==> src/rtl/stream_pkg.sv <==
// Shared constants for the stream reduce / result capture path.
//   DEFAULT_WIDTH : data width of reduced sums
//   DEFAULT_DEPTH : default result FIFO depth
//   DROP_CNT_W    : width of the saturating drop counter
//   TOTAL_CNT_W   : width of the wrapping accepted-sample counter
package stream_pkg;
   localparam int DEFAULT_WIDTH = 32;
   localparam int DEFAULT_DEPTH = 8;
   localparam int DROP_CNT_W    = 16;
   localparam int TOTAL_CNT_W   = 32;
endpackage

==> src/rtl/fifo_regfile.sv <==
// DEPTH x WIDTH register array, one synchronous write port and one
// asynchronous read port. Contents are intentionally not reset.
// Ports:
//   CLK   : clock
//   we    : write enable
//   waddr : write address
//   wdata : write data
//   raddr : read address
//   rdata : read data (combinational)
module fifo_regfile #(
   parameter int WIDTH = 32,
   parameter int DEPTH = 8,
   parameter int AW    = 3
) (
   input  logic             CLK,
   input  logic             we,
   input  logic [AW-1:0]    waddr,
   input  logic [WIDTH-1:0] wdata,
   input  logic [AW-1:0]    raddr,
   output logic [WIDTH-1:0] rdata
);

   logic [WIDTH-1:0] mem [DEPTH];

   always_ff @(posedge CLK) begin
      if (we) mem[waddr] <= wdata;
   end

   assign rdata = mem[raddr];

endmodule

==> src/rtl/reduce_result_fifo.sv <==
// Captures each reduced sum on its vdata pulse into a show-ahead FIFO and
// drains it over a valid/ready handshake. Tracks occupancy, a sticky
// overflow flag, a saturating drop counter and a wrapping accepted counter.
// Ports:
//   CLK, RST      : clock, synchronous active-high reset
//   clear         : synchronous flush of FIFO and statistics
//   zdata, vdata  : upstream sum and its one-cycle valid pulse
//   out_data      : head entry (valid when out_valid)
//   out_valid     : FIFO not empty
//   out_ready     : consumer accepts head entry
//   level         : occupancy 0..DEPTH
//   overflow      : sticky, set on any dropped sample
//   drop_count    : dropped samples, saturating
//   total_count   : accepted samples, wrapping
module reduce_result_fifo
   import stream_pkg::*;
#(
   parameter int WIDTH = DEFAULT_WIDTH,
   parameter int DEPTH = DEFAULT_DEPTH,
   parameter int AW    = 3
) (
   input  logic                          CLK,
   input  logic                          RST,
   input  logic                          clear,
   input  logic signed [WIDTH-1:0]       zdata,
   input  logic                          vdata,
   output logic signed [WIDTH-1:0]       out_data,
   output logic                          out_valid,
   input  logic                          out_ready,
   output logic        [AW:0]            level,
   output logic                          overflow,
   output logic        [DROP_CNT_W-1:0]  drop_count,
   output logic        [TOTAL_CNT_W-1:0] total_count
);

   localparam logic [AW:0] LEVEL_FULL = (AW+1)'(DEPTH);

   logic [AW-1:0] rd_ptr;
   logic [AW-1:0] wr_ptr;
   logic          full;
   logic          pop;
   logic          push_ok;
   logic          drop;
   logic          flush;

   assign flush     = RST | clear;
   assign full      = (level == LEVEL_FULL);
   assign out_valid = (level != '0);
   assign pop       = out_valid & out_ready;
   // A pop in the same cycle frees the slot, so a full FIFO can still accept.
   assign push_ok   = vdata & (~full | pop);
   assign drop      = vdata & full & ~pop;

   fifo_regfile #(
      .WIDTH (WIDTH),
      .DEPTH (DEPTH),
      .AW    (AW)
   ) u_regfile (
      .CLK   (CLK),
      .we    (push_ok & ~flush),
      .waddr (wr_ptr),
      .wdata (zdata),
      .raddr (rd_ptr),
      .rdata (out_data)
   );

   always_ff @(posedge CLK) begin
      if (flush) begin
         rd_ptr      <= '0;
         wr_ptr      <= '0;
         level       <= '0;
         overflow    <= 1'b0;
         drop_count  <= '0;
         total_count <= '0;
      end else begin
         if (pop) rd_ptr <= rd_ptr + AW'(1);
         if (push_ok) begin
            wr_ptr      <= wr_ptr + AW'(1);
            total_count <= total_count + TOTAL_CNT_W'(1);
         end
         case ({push_ok, pop})
            2'b10:   level <= level + (AW+1)'(1);
            2'b01:   level <= level - (AW+1)'(1);
            default: level <= level;
         endcase
         if (drop) begin
            overflow <= 1'b1;
            if (drop_count != {DROP_CNT_W{1'b1}})
               drop_count <= drop_count + DROP_CNT_W'(1);
         end
      end
   end

endmodule

==> config.mk <==
export PLATFORM = sky130hd
export DESIGN_NAME = reduce_result_fifo
export DESIGN_NICKNAME = d
export VERILOG_FILES = /design/src/rtl/stream_pkg.sv /design/src/rtl/fifo_regfile.sv /design/src/rtl/reduce_result_fifo.sv
export SDC_FILE = /design/constraint.sdc
export NUM_CORES = 1
export LEC_CHECK = 0
export ABC_AREA = 1
export BUFFER_PORTS_ARGS = -buffer_cell sky130_fd_sc_hd__buf_4
export CAP_MARGIN = 30
export CORE_ASPECT_RATIO = 0.5
export CORE_MARGIN = 2
export CORE_UTILIZATION = 43
export CTS_CLUSTER_DIAMETER = 150
export DETAILED_ROUTE_END_ITERATION = 6
export RECOVER_POWER = 25
export SLEW_MARGIN = 30
export SYNTH_ARGS = -nofsm -noshare
export SYNTH_HDL_FRONTEND = slang
export SYNTH_SLANG_ARGS = --single-unit
export TNS_END_PERCENT = 50
==> constraint.sdc <==
create_clock -name CLK -period 3.8 [get_ports CLK]
set_input_delay 0.57 -clock CLK [delete_from_list [all_inputs] [get_ports CLK]]
set_output_delay 0.57 -clock CLK [all_outputs]
set_load 0.05 [all_outputs]
## After elaboration in Yosys (flattened, before gate mapping)

Memories as Yosys holds them, arrays and structs flattened. A register that Yosys moved wholly into a read port is not among the register bits.
Cells that the tools add are included.

| operators by class | value |
|---|---|
| add/sub/neg operators | 6 |
| bitwise gates (word level) | 10 |
| multiplexer cells | 5 |
| reductions and logical operators | 3 |
| eq/ne operators | 4 |

Operator list:

| cell | number |
|---|---|
| adder 32 x 1 -> 32 bit, second input constant | 1 |
| adder 16 x 1 -> 16 bit, second input constant | 1 |
| != test 16 bit, second input constant | 1 |
| case mux 4 bit (2 select lines) | 1 |
| adder 3 x 1 -> 3 bit, second input constant | 2 |
| 2-to-1 mux 3 bit | 2 |
| AND 1 bit | 5 |
| adder 4 x 1 -> 4 bit, second input constant | 1 |
| equality test 4 bit, second input constant | 1 |
| nonzero test 4 bit | 1 |
| subtractor 4 x 1 -> 4 bit, second input constant | 1 |
| NOT 1 bit | 3 |
| equality test 2 x 1 -> 1 bit, second input constant | 1 |
| equality test 2 bit, second input constant | 1 |
| 2-to-1 mux 1 bit | 2 |
| OR 1 bit | 2 |
| AND reduction 2 bit | 1 |
| nonzero test 2 bit | 1 |

| storage, ports and cells | value |
|---|---|
| RAM bits | 256 |
| memories | 1 |
| output and inout bits | 86 |
| bits in registers | 59 |

Memories:

| name | depth | width | rd ports | clocked after Yosys merged registers in | wr ports | line | text |
|---|---|---|---|---|---|---|---|
| u_regfile.mem | 8 | 32 | 1 | 1 | 1 | fifo_regfile.sv:23 | `logic [WIDTH-1:0] mem [DEPTH];` |

## Depth between registers and ports, before layout

| depth | value |
|---|---|
| depth in word-level cells | 7 |
| depth in mapped cells | 13 |
| gate-level depth less buffers | 13 |

## Hierarchy

Synthesis repeated with hierarchy kept, for this count alone.

| unflattened totals | value |
|---|---|
| cell total of the unflattened synthesis | 1689 |
| area total of the unflattened synthesis | 14714.1 µm² |

By module, submodules not included:

| module | seq. area each (µm²) | cells each | area each (µm²) | times used |
|---|---|---|---|---|
| fifo_regfile | 7687.4 | 1124 | 11232.0 | 1 |
| reduce_result_fifo | 1181.1 | 565 | 3482.1 | 1 |

## Worst setup path before layout

OpenSTA, ideal clock, no wires.

| timing path | value |
|---|---|
| kind | reg2reg |
| start | reg level[0] |
| end | mem u_regfile.mem[6][0], enable pin |
| buffers on the path | 1 |
| arrival | 3.599 ns |
| data required time | 3.339 ns |
| stages on the path, launching flop included | 8 |
| setup slack | -0.260 ns |
| cell sequence | dfxtp_1 -> nor2_2 -> nand3_1 -> nand2_2 -> inv_1 -> buf_4 -> nand2_1 -> nor3_1 |

| between the ends | value |
|---|---|
| cells in the longest elaborated chain, start to end | 7 |
| elaborated cells between the ends (all ways) | 9 |

Ends and longest elaborated chain:

| what | line | text |
|---|---|---|
| start, declared | reduce_result_fifo.sv:30 | `output logic [AW:0] level,` |
| start signal, assigned | reduce_result_fifo.sv:82 | `2'b10: level <= level + (AW+1)'(1);` |
| start signal, assigned | reduce_result_fifo.sv:83 | `2'b01: level <= level - (AW+1)'(1);` |
| start signal, assigned | reduce_result_fifo.sv:84 | `default: level <= level;` |
| nonzero test 4 bit / equality test 4 bit (equally long branches) | reduce_result_fifo.sv:48, reduce_result_fifo.sv:47 |  |
| AND 1 bit / NOT 1 bit (equally long branches) | reduce_result_fifo.sv:49, reduce_result_fifo.sv:51 |  |
| OR 1 bit * | reduce_result_fifo.sv:51 | `assign push_ok = vdata & (~full \| pop);` |
| AND 1 bit * | reduce_result_fifo.sv:51 |  |
| AND 1 bit * | reduce_result_fifo.sv:60 | `.we (push_ok & ~flush),` |
| 2-to-1 mux 1 bit * | fifo_regfile.sv:26 | `if (we) mem[waddr] <= wdata;` |
| 2-to-1 mux 1 bit (not written as such) * | fifo_regfile.sv:26 |  |
| end, declared | fifo_regfile.sv:23 |  |

Mark *: on every way between the ends. The rest lies on a longest branch, timed or not.

==> results.txt <==
----------------------------------------------------
[Outcome]
  Outcome ... finished, final reports clean

[Drt]
  DRC Markers ... 0
  Ratio of routed vias to standard cells ... between 5 and 6
  Post-Route WL ... 30700 µm
  Post-route ant nets ... 0
  Detailed-route wire length per cell ... 16.4 µm
  Number of violations reported at the end of detailed-routing iteration 0 ... 624
  Detailed-routing iteration count for the pre-antenna-repair pass ... 5
  Total number of vias ... roughly 9600

[Final layout]
  Number of nets at the end of the flow ... roughly 1500
  Cell area after layout ... about 16000 µm²
  Syn-to-layout area delta ... 16.9%
  Antenna diode count ... 0
  Share of post-route cells with drive strength above 1 ... 0.128
  Count of fill cells added during filler insertion ... roughly 2700
  Utilization after layout ... 0.515

[Hold path]
  Hold Path Stages ... 1
  Hold Crit Class ... input port to register
  Hold wc startpoint ... zdata[15]
  Terminating pin of the worst hold path ... u_regfile.mem[0][15]

[Setup path]
  Reg2Reg Depth ... 8
  Cell-by-cell listing of the critical path ... clkinv_2, buf_4, nor2_1, o32ai_1, nand2_1, nand2_1, buf_4
  Kind of cell adding the most delay to the critical path ... buffers and inverters
  Type of origin of the critical path ... register
  Capturing point of the worst reg2reg path ... u_regfile.mem[4][11]
  Crit-path slowest cell ... sky130_fd_sc_hd__buf_4
  Critical path capture point type ... output pin
  Internal reg-to-reg setup slack ... 1410 ps
  Req. time, crit path ... 3230 ps
  Crit Path Category ... register to output pin
  Slowest cell delay on critical path ... roughly 630 ps
  Reg2Reg Launch Point ... level[0]
  Arrival time of data at the critical path endpoint ... 2570 ps
  Largest driver fanout on the critical path ... roughly 70
  Buffers and inverters on the worst path ... 3

[Power]
  Switching Power ... 1.59 mW
  Cell-internal power ... 5.70 mW
  Max rail drop VDD ... 0.302 mV
  Logic gate share of total power ... 0.055
  Clock group share of total power ... 0.425
  Portion of total power attributed to sequential cells ... 0.521
  Switching part of the total ... 0.218
  Overall power consumption ... 7.29 mW
  P_leak ... 5.44 nW
  Areal power density over the cells ... 463 nW/µm²

[Yosys]
  Leading area contributor after synthesis ... sky130_fd_sc_hd__edfxtp_1
  Top cell type's share of synthesized area ... 0.571
  Count of flip-flops with a built-in enable after synthesis ... 256
  Post-synth top flop ... sky130_fd_sc_hd__edfxtp_1
  Post-Synthesis Cells ... 1312
  Async set-or-reset flop fraction in the synthesized netlist ... 0
  Proportion of synthesized chip area in sequential cells ... 0.663
  Count leader, synth ... sky130_fd_sc_hd__nand2_1
  Cell types with the largest area share after synthesis ... sky130_fd_sc_hd__edfxtp_1 (57%), sky130_fd_sc_hd__dfxtp_1 (9.2%), sky130_fd_sc_hd__nand2_1 (8.9%)
  Number of nets in the synthesized netlist ... 1354
  Most frequent cells after synthesis ... sky130_fd_sc_hd__nand2_1 (319), sky130_fd_sc_hd__nor2_1 (277), sky130_fd_sc_hd__edfxtp_1 (256)
  Synth warn ... 0
  Number of library cell types mapped by synthesis ... 31
  Synthesis-stage register bit count ... 318
  Average footprint of a synthesized cell ... 10.3 µm²
  Cell Area, Synth ... about 13000 µm²

[Die]
  # IOs ... 123
  Overall die height ... 129 µm
  Core box area ... 30600 µm²
  Die area ... 32800 µm²
  Core Rows ... 45
  Initial core utilization ... 0.441
  Horizontal extent of the die ... 254 µm

[Clocking]
  Clock network latency to the later pin of the worst-skew pair ... 580 ps
  Number of clock buffers inserted by TritonCTS ... 29
  Buffers inserted during post-CTS setup optimization ... 0
  Root buffer selected by CTS ... sky130_fd_sc_hd__clkbuf_16
  Clock transition at the registers of the reported paths ... approximately 60 ps
  Number of hold buffers added after CTS ... 0
  Number of resized instances in the post-cts repair step ... 0
  # clock sinks ... 318
  TritonCTS clock tree ... done
  H-tree depth ... 1
  Number of buffers on the longest clock path ... 3

[Timing]
  Clock tree skew after final layout ... between 15 and 20 ps
  Highest attainable clock frequency ... between 0.3 and 0.4 GHz
  Part of the cycle the worst path needs ... 0.826
  Number of pins with negative max-slew slack in the final report ... 0
  Final hold viol count ... 0
  Setup repair after global routing missed its margin ... no
  Slew Limit Headroom ... 0.406
  Final min period ... 3140 ps
  Fin Setup TNS ... 0 ps
  Total setup violations reported at the end of the flow ... 0
  Actual slew at the worst max-slew pin ... 891 ps

[Placed design]
  Detailed placement HPWL ... between 15000 and 20000 µm
  Placed Area ... 14900 µm²
  Final Wtd Congestion ... a little under 0.9
  Number of port buffers ... around 120

[GRT]
  Maximum number of pins on one net before global-route repair ... between 80 and 90
  Global-route wire length before repair ... 48100 µm
  Global Route Usage Sum ... 0.186
  Antenna violations before repair ... 0
  Via count of the first global-routing pass ... about 9000
  GRT overflow ... 0

[Run]
  Max-capacitance violation count ... 0

----------------------------------------------------
[cell usage in the layout (no fill, tap or decap), types with 32 or more instances in the layout]
| master | instances |
|---|---|
| sky130_fd_sc_hd__edfxtp_1 | 256 |
| sky130_fd_sc_hd__o21ai_0 | 78 |
| sky130_fd_sc_hd__a21oi_1 | 51 |
| sky130_fd_sc_hd__nor2_1 | 273 |
| sky130_fd_sc_hd__buf_4 | 115 |
| sky130_fd_sc_hd__inv_1 | 53 |
| sky130_fd_sc_hd__dfxtp_1 | 60 |
| sky130_fd_sc_hd__nand3_1 | 32 |
| sky130_fd_sc_hd__o32ai_1 | 64 |
| sky130_fd_sc_hd__nand2_1 | 319 |
[sequential cells by signal (all words and copies together), names as in the netlist, named ones only]
| register | flops |
|---|---|
| total_count | 32 |
| drop_count | 16 |
| wr_ptr | 3 |
| level | 4 |
| overflow | 1 |
| u_regfile.mem | 256 |
| rd_ptr | 3 |
[metrics by stage]
stage          setup WS (ps)  hold WS (ps)  cells
3_3_place_gp            1190           458   1815
4_1_cts                  620           201   1867
2_1_floorplan           -260           433   1312
3_5_place_dp            1140           464   1815
6_report                 663           240   1867
5_1_grt                  438           231   1867
[worst max-delay path by stage]
stage / startpoint / endpoint / slack [ps] / depth (start not counted)
after floorplan: level[0] / u_regfile.mem[6][0] / -260 / 7
after global placement: out_ready / u_regfile.mem[6][13] / 1190 / 9
after detailed placement: out_ready / u_regfile.mem[4][18] / 1140 / 9
after CTS: register / out_data[2] / 620 / 7
after global routing: register / out_data[27] / 440 / 7
final: register / out_data[2] / 660 / 7
[area by class of cell]
class | instances | area (µm²) | area share
Clock buffer | 33 | 741 | 0.0470
Sequential cell | 318 | 8940 | 0.567
Multi-Input combinational cell | 875 | 4090 | 0.260
Timing Repair Buffer | 143 | 985 | 0.0625
Tap cell | 423 | 529 | 0.0336
Inverter | 56 | 211 | 0.0134
Clock inverter | 19 | 258 | 0.0164
[worst reg2reg max path: cells and delay by family, from the launching register on]
kind,cells,cell delay (ps)
buffers and inverters,3,920
DFF,1,420
and+or+nand+nor,5,690
[routing by layer]
| metal | up-vias | GRT usage | wire length, µm |
|---|---|---|---|
| met5 | - | 0 | 0 |
| met4 | 0 | 0.0388 | 507 |
| met3 | 39 | 0.0303 | 1550 |
| met2 | 245 | 0.305 | 14100 |
| met1 | 4549 | 0.264 | 14500 |
| li1 | 4742 | - | - |
[logic make-up (layout without fill, tap and decap cells)]
family | after synthesis | after routing | synth area share
compound gates | 196 | 196 | 0.0913
xor+xnor | 20 | 20 | 0.0130
fa+ha+maj | 5 | 5 | 0.00464
buf+inv | 119 | 251 | 0.0372
flops | 318 | 318 | 0.663
simple gates | 654 | 654 | 0.191
[power groups by stage]
stage	logic, mW	registers (mW)	clock network (mW)
2_1_floorplan	0.255	3.87	0
3_3_place_gp	0.406	3.87	0
3_5_place_dp	0.413	3.87	0
4_1_cts	0.414	3.80	3.15
5_1_grt	0.433	3.80	3.28
6_report	0.397	3.80	3.10
Note: power is estimated with default switching activity, not from simulation.
